--- config.mk ---
export PLATFORM = sky130hd
export DESIGN_NAME = uart_tx_scheduler
export DESIGN_NICKNAME = d
export VERILOG_FILES = /design/src/rtl/uart_tx_scheduler.sv
export SDC_FILE = /design/constraint.sdc
export NUM_CORES = 1
export LEC_CHECK = 0
export CORE_MARGIN = 2
export CORE_UTILIZATION = 53
export CTS_BUF_LIST = sky130_fd_sc_hd__clkbuf_4
export CTS_CLUSTER_DIAMETER = 30
export DETAILED_ROUTE_END_ITERATION = 12
export PLACE_DENSITY = 0.89
export SYNTH_ARGS = -nofsm -noshare
export SYNTH_HDL_FRONTEND = slang
export SYNTH_SLANG_ARGS = --single-unit
--- constraint.sdc ---
create_clock -name clk_100MHz -period 5.3 [get_ports clk_100MHz]
set_clock_uncertainty 0.1 [all_clocks]
set_input_delay 0.53 -clock clk_100MHz [delete_from_list [all_inputs] [get_ports clk_100MHz]]
set_output_delay 0.53 -clock clk_100MHz [all_outputs]
set_load 0.02 [all_outputs]
--- src/rtl/uart_tx_scheduler.sv ---
// Round-robin scheduler sharing one 8N1 UART transmit line among NREQ requesters.
// Bit timing is derived from the oversampling tick of an external baud generator.
module uart_tx_scheduler #(
  parameter int NREQ    = 4,
  parameter int DBITS   = 8,
  parameter int SB_TICK = 16,
  parameter int OS      = 16
) (
  input  logic                    clk_100MHz,
  input  logic                    reset,
  input  logic                    tick,
  input  logic [NREQ-1:0]         req,
  input  logic [NREQ*DBITS-1:0]   data_in,
  output logic [NREQ-1:0]         ack,
  output logic [NREQ-1:0]         grant,
  output logic                    busy,
  output logic                    tx_done,
  output logic                    tx
);

  // state | meaning
  // IDLE  | line high, arbitrating among asserted requests
  // START | start bit (tx low) for OS ticks
  // DATA  | DBITS data bits, LSB first, OS ticks each
  // STOP  | stop bit (tx high) for SB_TICK ticks
  typedef enum logic [1:0] {IDLE, START, DATA, STOP} state_t;

  localparam int SMAX = (OS > SB_TICK) ? OS : SB_TICK;
  localparam int SW   = (SMAX > 1) ? $clog2(SMAX) : 1;
  localparam int NW   = (DBITS > 1) ? $clog2(DBITS) : 1;
  localparam int PW   = $clog2(NREQ);

  state_t            state_q, state_d;
  logic [SW-1:0]     s_q, s_d;
  logic [NW-1:0]     n_q, n_d;
  logic [DBITS-1:0]  shift_q, shift_d;
  logic [PW-1:0]     rr_q, rr_d;
  logic [NREQ-1:0]   grant_q, grant_d;
  logic [NREQ-1:0]   ack_q, ack_d;
  logic              done_q, done_d;
  logic              tx_q, tx_d;

  logic [PW-1:0]     sel;
  logic              found;
  int                idx;

  // First asserted request at or after rr_q, wrapping modulo NREQ.
  always_comb begin
    found = 1'b0;
    sel   = '0;
    idx   = 0;
    for (int k = 0; k < NREQ; k++) begin
      idx = int'(rr_q) + k;
      if (idx >= NREQ) idx = idx - NREQ;
      if (!found && req[PW'(idx)]) begin
        found = 1'b1;
        sel   = PW'(idx);
      end
    end
  end

  always_comb begin
    state_d = state_q;
    s_d     = s_q;
    n_d     = n_q;
    shift_d = shift_q;
    rr_d    = rr_q;
    grant_d = grant_q;
    ack_d   = '0;
    done_d  = 1'b0;
    tx_d    = 1'b1;
    case (state_q)
      IDLE: begin
        if (found) begin
          shift_d = data_in[int'(sel)*DBITS +: DBITS];
          ack_d   = {{(NREQ-1){1'b0}}, 1'b1} << sel;
          grant_d = {{(NREQ-1){1'b0}}, 1'b1} << sel;
          if (sel == PW'(NREQ-1)) rr_d = '0;
          else                    rr_d = sel + 1'b1;
          s_d     = '0;
          state_d = START;
        end
      end
      START: begin
        if (tick) begin
          if (s_q == SW'(OS-1)) begin
            s_d     = '0;
            n_d     = '0;
            state_d = DATA;
          end else begin
            s_d = s_q + 1'b1;
          end
        end
      end
      DATA: begin
        if (tick) begin
          if (s_q == SW'(OS-1)) begin
            s_d     = '0;
            shift_d = shift_q >> 1;
            if (n_q == NW'(DBITS-1)) state_d = STOP;
            else                     n_d     = n_q + 1'b1;
          end else begin
            s_d = s_q + 1'b1;
          end
        end
      end
      STOP: begin
        if (tick) begin
          if (s_q == SW'(SB_TICK-1)) begin
            s_d     = '0;
            done_d  = 1'b1;
            grant_d = '0;
            state_d = IDLE;
          end else begin
            s_d = s_q + 1'b1;
          end
        end
      end
      default: state_d = IDLE;
    endcase
    // tx is registered from the next state so the pin changes exactly with the state.
    case (state_d)
      START:   tx_d = 1'b0;
      DATA:    tx_d = shift_d[0];
      default: tx_d = 1'b1;
    endcase
  end

  always_ff @(posedge clk_100MHz or posedge reset) begin
    if (reset) begin
      state_q <= IDLE;
      s_q     <= '0;
      n_q     <= '0;
      shift_q <= '0;
      rr_q    <= '0;
      grant_q <= '0;
      ack_q   <= '0;
      done_q  <= 1'b0;
      tx_q    <= 1'b1;
    end else begin
      state_q <= state_d;
      s_q     <= s_d;
      n_q     <= n_d;
      shift_q <= shift_d;
      rr_q    <= rr_d;
      grant_q <= grant_d;
      ack_q   <= ack_d;
      done_q  <= done_d;
      tx_q    <= tx_d;
    end
  end

  assign ack     = ack_q;
  assign grant   = grant_q;
  assign busy    = (state_q != IDLE);
  assign tx_done = done_q;
  assign tx      = tx_q;

endmodule
; ---- Word level (Yosys, flattened, before mapping)
; Cells that the tools add are included.
[op_classes]
add_sub_neg = 10
order_cmp = 8
n_eq_ne = 17
n_shift = 2
mux = 58
reduce_logical = 17
[ops]
columns = operator, count
row1 = 2-bit 2-to-1 mux, 17
row2 = 4-bit 2-to-1 mux, 8
row3 = 32-bit by 6-bit variable part select with 8-bit output, 1
row4 = 8-bit 2-to-1 mux, 3
row5 = "2-bit by 4-bit less-than comparator with 1-bit output, second input constant", 4
row6 = "2-bit != test, second input constant", 8
row7 = 4-bit one-hot mux with 2 select lines, 2
row8 = 8-bit one-hot mux with 2 select lines, 1
row9 = 1-bit 2-to-1 mux, 15
row10 = 3-bit 2-to-1 mux, 5
row11 = "3-bit greater-or-equal comparator, second input constant", 3
row12 = 1-bit binary-select mux with 2-bit select, 4
row13 = "2-bit == test, second input constant", 4
row14 = 2-bit one-hot mux with 4 select lines, 1
row15 = 4-bit AND reduction, 2
row16 = 2-bit nonzero test, 4
row17 = "2-bit by 1-bit subtractor with 2-bit output, second input constant", 4
row18 = "2-bit by 2-bit adder with 3-bit output, second input constant", 2
row19 = 3-bit one-hot mux with 2 select lines, 1
row20 = 6-bit AND reduction, 1
row21 = "4-bit by 1-bit adder with 4-bit output, second input constant", 1
row22 = "2-bit by 1-bit == test with 1-bit output, second input constant", 2
row23 = "4-bit == test, second input constant", 1
row24 = 2-bit AND reduction, 2
row25 = other kinds (12), 16
[totals]
register_bits = 29
inputBits = 39
output_inout_bits = 11
wordCells = 122

; ---- Longest topological paths before layout
[logic_depth]
depth_word = 19
ltp_mapped = 9
depth_no_buf = 7

; ---- Worst setup path after synthesis
; OpenSTA, ideal clock, no wires.
[synth_timing]
kind = in2reg
startpoint = input port req[2]
endpoint = register grant_q[2], in the netlist grant[2]
setup_ns = 0.118
arrival_ns = 1.966
t_required_ns = 5.082
path_slack_ns = 3.116
cell_stages = 9
n_path_buf = 2
cell_sequence = and2b_1 -> a311oi_4 -> or2_1 -> buf_4 -> buf_8 -> inv_2 -> ha_1 -> and3_1 -> a21o_1
[synth_between]
elab_chain_cells = 16
word_cells_on_any_way = 31
[synth_rtl]
columns = item, line_no
row1 = from (decl), 12  ; input logic [NREQ-1:0] req,
row2 = 1-bit binary-select mux with 2-bit select, 55  ; if (!found && req[PW'(idx)]) begin
row3 = 1-bit 2-to-1 mux (not written as such) (2 in a row), 55
row4 = 1-bit 2-to-1 mux, 55
row5 = 1-bit zero test, 55
row6 = 1-bit logical AND, 55
row7 = 1-bit 2-to-1 mux, 55
row8 = 1-bit zero test, 55
row9 = 1-bit logical AND, 55
row10 = 1-bit 2-to-1 mux, 55
row11 = 1-bit zero test, 55
row12 = 1-bit logical AND, 55
row13 = 2-bit 2-to-1 mux, 55
row14 = 1-bit by 2-bit left shift with 4-bit output, 77  ; grant_d = {{(NREQ-1){1'b0}}, 1'b1} << sel;
row15 = 4-bit 2-to-1 mux, 74  ; if (found) begin
row16 = 4-bit one-hot mux with 2 select lines, 72  ; case (state_q)
row17 = to (signal assigned), 146  ; grant_q <= grant_d;
row18 = to (decl), 38  ; logic [NREQ-1:0] grant_q, grant_d;
; Several ways; a longest one is shown, not always the timed one. The select of a mux whose other input is x is not followed.
; A chain may end at the register's enable or synchronous reset.

; ---- Worst setup path after layout
; Ends and elaborated chain as after synthesis.

==> metrics <==
status=finished, final reports clean; Syn Nets=231; global route overflow=0; CTS root buffer=clkbuf_4; CTS Buffer Depth=2; TritonCTS Buffers=5; f_max=328 MHz; vias per cell=5.92; number of global-route vias before repair=1533; Num Clock Sinks=29; Max Cap Viol=0; Mean Syn Cell Area=9.57 µm²; LEAKAGE=0.970 nW; Tcrit/Tclk final=57.5%; Synth Warn #=0; Final Worst Setup Slack=2250 ps; Area Growth Syn to Fin=31.1%; # rows=20; Synth Flop Type=dfrtp_1; sequential fraction of the synthesis area=41.1%; largest family of logic cells by synthesized area=compound AO/OA/AOI/OAI gates; number of cells produced by synthesis=185; Final Max Slew Viols=0; placed insts=269; share of post-route cells with drive strength above 1=9.01%; CP Class=in -> reg; Final GP Congestion=0.779; mux cell area share after synthesis=0.565%; total setup buffers inserted after CTS=0; Max-slew headroom=29.6%; Fillers=245; CP arrival=3170 ps; die footprint=3820 µm²; Yosys reg bits=29; final hold violation count=0; RSZ-0062 raised after global routing=no; commonest non-fill, non-tap cells in the layout=clkdlybuf4s50_1 (49), dfrtp_1 (28), nand2_1 (18); die outline width=61.8 µm; post-synthesis simple-gate area fraction=19.9%; first-pass GRT wire length=6690 µm; Clock transition at path regs=80 ps; fraction of registers with async set/reset=100%; Pwr Total=0.000818 W; Least-Margin Pin Slew=1060 ps; DRT Pass-1 Iters=4; drt total wl=4080 µm; antenna violations before repair=0; power density of the placed cells=353 nW/µm²; Post-CTS Hold Buffers=0; Post-Syn Area=1770 µm²; drt drc=0; Post-Layout Cell Count=277; Starting DRT DRC Count=91; flop2flop setup slack=2600 ps; cts repair resizes=0; Max VDD drop=0.193 mV; I/O Buffers=49; Post-synth EDFFs=0; dpl ws=1890 ps; Antenna Cells=0; Final ANT Viol Nets=0; Max H-tree Level=2; vias=1640; CTS tree=done; Post-Synth XOR/XNOR Area=0.495%; Worst Hold Class=reg -> reg; initial core utilization=57.1%; Yosys cell types=44; Final nets=278; DP Wirelength=3110 µm; Top Ports=50; CP Launch Type=input pin; setup violators final=0; Total GRT Usage=24.4%; commonest non-fill, non-tap cell in the layout=clkdlybuf4s50_1; largest net degree at the start of global routing=30; Chip Height=61.8 µm; clk_lat worst skew=330 ps; worst-path maximum fanout=19; post-layout minimum cycle time=3050 ps; average wire per standard cell=14.7 µm; Fin Setup TNS=0 ps; Compound-Gate Fraction of Synth Area=28.2%; core area=3100 µm²; CP required=5420 ps; Finished Core Util=74.8%; Post-Synth Adder-Cell Area=4.95%; critical path capture point type=flip-flop
-- per-layer routing --
metal  track usage [%]  wire length (µm)
met3              6.63               234
met2              43.0              2070
met4              9.73                64
met1              28.0              1710
met5                 0                 0
-- Yosys cell counts (6+ instances only) --
library cell   n  area (µm²)
o31ai_2        6        75.1
o21ai_1        9        45.0
nor3b_1       15         113
clkbuf_1       6        22.5
nand2_1       18        67.6
nor2_1         9        33.8
dfrtp_1       28         701
a21oi_1        8        40.0
a211oi_1      14         105
a22oi_1        8        60.1
ha_1           7        87.6
-- where the power goes --
group | switching, W | internal, W
clock network | 0.0000759 | 0.0000478
logic | 0.000189 | 0.000159
registers | 0.0000637 | 0.000283
-- cells by family (layout without fill, tap and decap cells) --
| kind of cell | after synthesis | in the layout |
|---|---|---|
| DFF | 29 | 29 |
| buffers and inverters | 18 | 66 |
| xor gates and xnor gates | 1 | 1 |
| and+or+nand+nor | 64 | 64 |
| muxes | 1 | 1 |
| AOI/OAI and AO/OA | 65 | 65 |
| adders and majority gates | 7 | 7 |
-- final timing paths --
kind	startpoint	endpoint	cells after the start
min reg2reg	grant[3]	grant[3]	1
min	grant[3]	grant[3]	1
max in group asynchronous	reset	rr_q[0]	2
min in group asynchronous	reset	ack[1]	2
max	req[2]	grant[2]	8
max reg2reg	rr_q[1]	grant[2]	7
-- sequential cells by signal, indices dropped and copies added, names as in the netlist --
name	count
state_q	2
tx	1
n_q	3
shift_q	8
ack	4
s_q	4
rr_q	2
grant	4
tx_done	1
-- stage by stage --
stage | instance area, µm² | hold WS (ps)
floorplan | 1770 | 381
global placement | 2270 | 362
detailed placement | 2270 | 366
CTS | 2320 | 386
global route | 2320 | 412
finish | 2320 | 383
-- worst max-delay path, cell delays in order --
cell and delay (ps):
clkdlybuf4s50_1 530, and2b_1 250, a311oi_4 700, or2_1 580, inv_2 80, ha_1 190, and3_1 150, a21o_1 150
-- cell type report --
| type | count | area (µm²) | share of cell area [%] |
|---|---|---|---|
| clock buffer | 5 | 37.5 | 1.62 |
| clock inverter | 3 | 12.5 | 0.539 |
| inverter | 7 | 26.3 | 1.13 |
| multi-input combinational | 138 | 957 | 41.2 |
| sequential | 29 | 727 | 31.3 |
| tap | 44 | 55.1 | 2.37 |
| timing repair buffer | 51 | 505 | 21.8 |
No activity file was read; power rests on OpenSTA's default activity.
==> RTL change, RTL diff (config.mk and constraints unchanged) <==
Put one more register stage on the output `tx`, with the module's reset. The value now appears one clock later. The other outputs are not delayed to match. Comments in the files are not updated.
--- a/src/rtl/uart_tx_scheduler.sv
+++ b/src/rtl/uart_tx_scheduler.sv
@@ -155,5 +155,11 @@
   assign busy    = (state_q != IDLE);
   assign tx_done = done_q;
-  assign tx      = tx_q;
+  always_ff @(posedge clk_100MHz or posedge reset) begin
+    if (reset) begin
+      tx <= '0;
+    end else begin
+      tx <= tx_q;
+    end
+  end
 
 endmodule
Function: changed (Yosys sat finds a counterexample within 4 cycles, from zero or initial values and one cycle with reset high).
==> RTL change against the original RTL <==
Global-route usage decreased by 2.7 points. Fmax increased by 14%. Register-to-register slack improved by 0.22 ns. Area after synthesis increased by 1.6%. Sequential cell count increased by 1. Routed wire length decreased by 5.4%. Critical endpoint unchanged. Final area increased by 1.0%. Setup slack improved by 0.37 ns. Total power decreased by 0.92%. Hold slack got worse by 0.079 ns.
==> RTL change: results (changes against the original RTL) <==
TritonCTS Buffers: 5 (unchanged)
share of layout cells above drive strength 1: 8.47% (-0.54 points)
count of input and output buffers: 49 (unchanged)
outcome: complete, no violations
wire per inst: 13.7 um (-7.1%)
total number of vias: 1620 (-1.2%)
number of distinct library cells after synthesis: 46 (+4.5%)
clock input transition at the sequential cells of the worst setup and hold paths: 0.10 ns (+0.02 ns)
total global-route track usage: 21.7% (-2.7 points)
number of global-route vias before repair: 1476 (-3.7%)
maximum fanout encountered on the critical timing path: 12 (-7)
worst vdd ir: 193 uV (+0.13%)
synthesized netlist net count: 235 (+1.7%)
fin nets: 281 (+1.1%)
largest net degree at the start of global routing: 31 (+3.3%)
Pre-antenna DRT Iters: 4 (unchanged)
top cells by area, synth: sky130_fd_sc_hd__dfrtp_1, sky130_fd_sc_hd__and3_1, sky130_fd_sc_hd__a211oi_1, sky130_fd_sc_hd__ha_1, sky130_fd_sc_hd__nand2_1
antenna fix cells: 0 (unchanged)
sequential-to-total area share from yosys stat: 41.8% (+0.73 points)
fillers: 258 (+5.3%)
CP max-delay cell: sky130_fd_sc_hd__nor3_2
initial DRC count: 65 (-29%)
remaining max-slew budget at the tightest pin: 28.2% (-1.4 points)
most frequent cells after synthesis: sky130_fd_sc_hd__dfrtp_1, sky130_fd_sc_hd__and3_1, sky130_fd_sc_hd__nand2_1
max incr delay on CP: 0.64 ns (-0.06 ns)
Final HPWL DP: 2960 um (-4.9%)
GP Congestion: 0.833 (+7.0%)
-- RTL change: cell types whose count changed after synthesis, sizes merged, moves of 3 or more --
cell | unedited run | this run
nor3b | 15 | 0
clkbuf | 6 | 2
buf | 5 | 8
nand3 | 1 | 4
and3 | 5 | 19
-- RTL change: where the power goes --
part	leakage, nW	internal, mW	switching, mW
Sequential	0.391	0.292	0.0612
Combinational	0.631	0.155	0.171
Clock	0.0331	0.0548	0.0769
Total	1.05	0.502	0.309
-- RTL change: routing by layer --
| layer | vias up | global-route usage, % | share of wire (%) |
|---|---|---|---|
| met5 | - | 0 | 0 |
| met4 | 0 | 8.33 | 1.7 |
| met3 | 6 | 4.53 | 4.6 |
| met2 | 47 | 34.6 | 47 |
| met1 | 764 | 29.2 | 47 |
| li1 | 803 | - | - |
-- RTL change: path summary, 6_finish.rpt --
path / slack, ns / startpoint / endpoint / cells after the start
max in group asynchronous: 3.78 / reset / ack[2] / 2
max: 2.62 / req[0] / grant[2] / 8
min reg2reg: 0.30 / tx_q / tx / 0
max reg2reg: 2.82 / rr_q[1] / grant[2] / 7
min in group asynchronous: 0.66 / reset / rr_q[1] / 2
min: 0.30 / tx_q / tx / 0
-- RTL change: metrics by stage --
step | hold slack [ns] | utilization (%) | worst slack, ns | total power, mW | std cells
final | 0.304 | 70.8 | 2.62 | 0.811 | 282
after global routing | 0.298 | 70.8 | 2.38 | 0.872 | 282
after CTS | 0.299 | 70.8 | 2.59 | 0.813 | 282
after detailed placement | 0.284 | 69.2 | 2.25 | 0.683 | 274
after global placement | 0.282 | 69.2 | 2.33 | 0.671 | 274
after floorplan | 0.279 | - | 3.42 | 0.582 | 189
-- RTL change: cell families after synthesis --
kind of cell               count (synthesis)  share of synthesized area [%]
muxes                                      1                          0.556
and+or+nand+nor                           66                           20.4
buffers and inverters                     17                           4.59
xor gates and xnor gates                   1                          0.487
AOI/OAI and AO/OA                         67                           27.3
adders and majority gates                  7                           4.87
DFF                                       30                           41.8
-- RTL change: layout make-up --
type	count	share of cell area, %
clock buffers	6	1.92
clock inverters	2	0.374
inverters	7	1.12
multi-input cells	142	41.1
flip-flops and latches	30	32.1
well taps	46	2.45
repair buffers	49	20.9
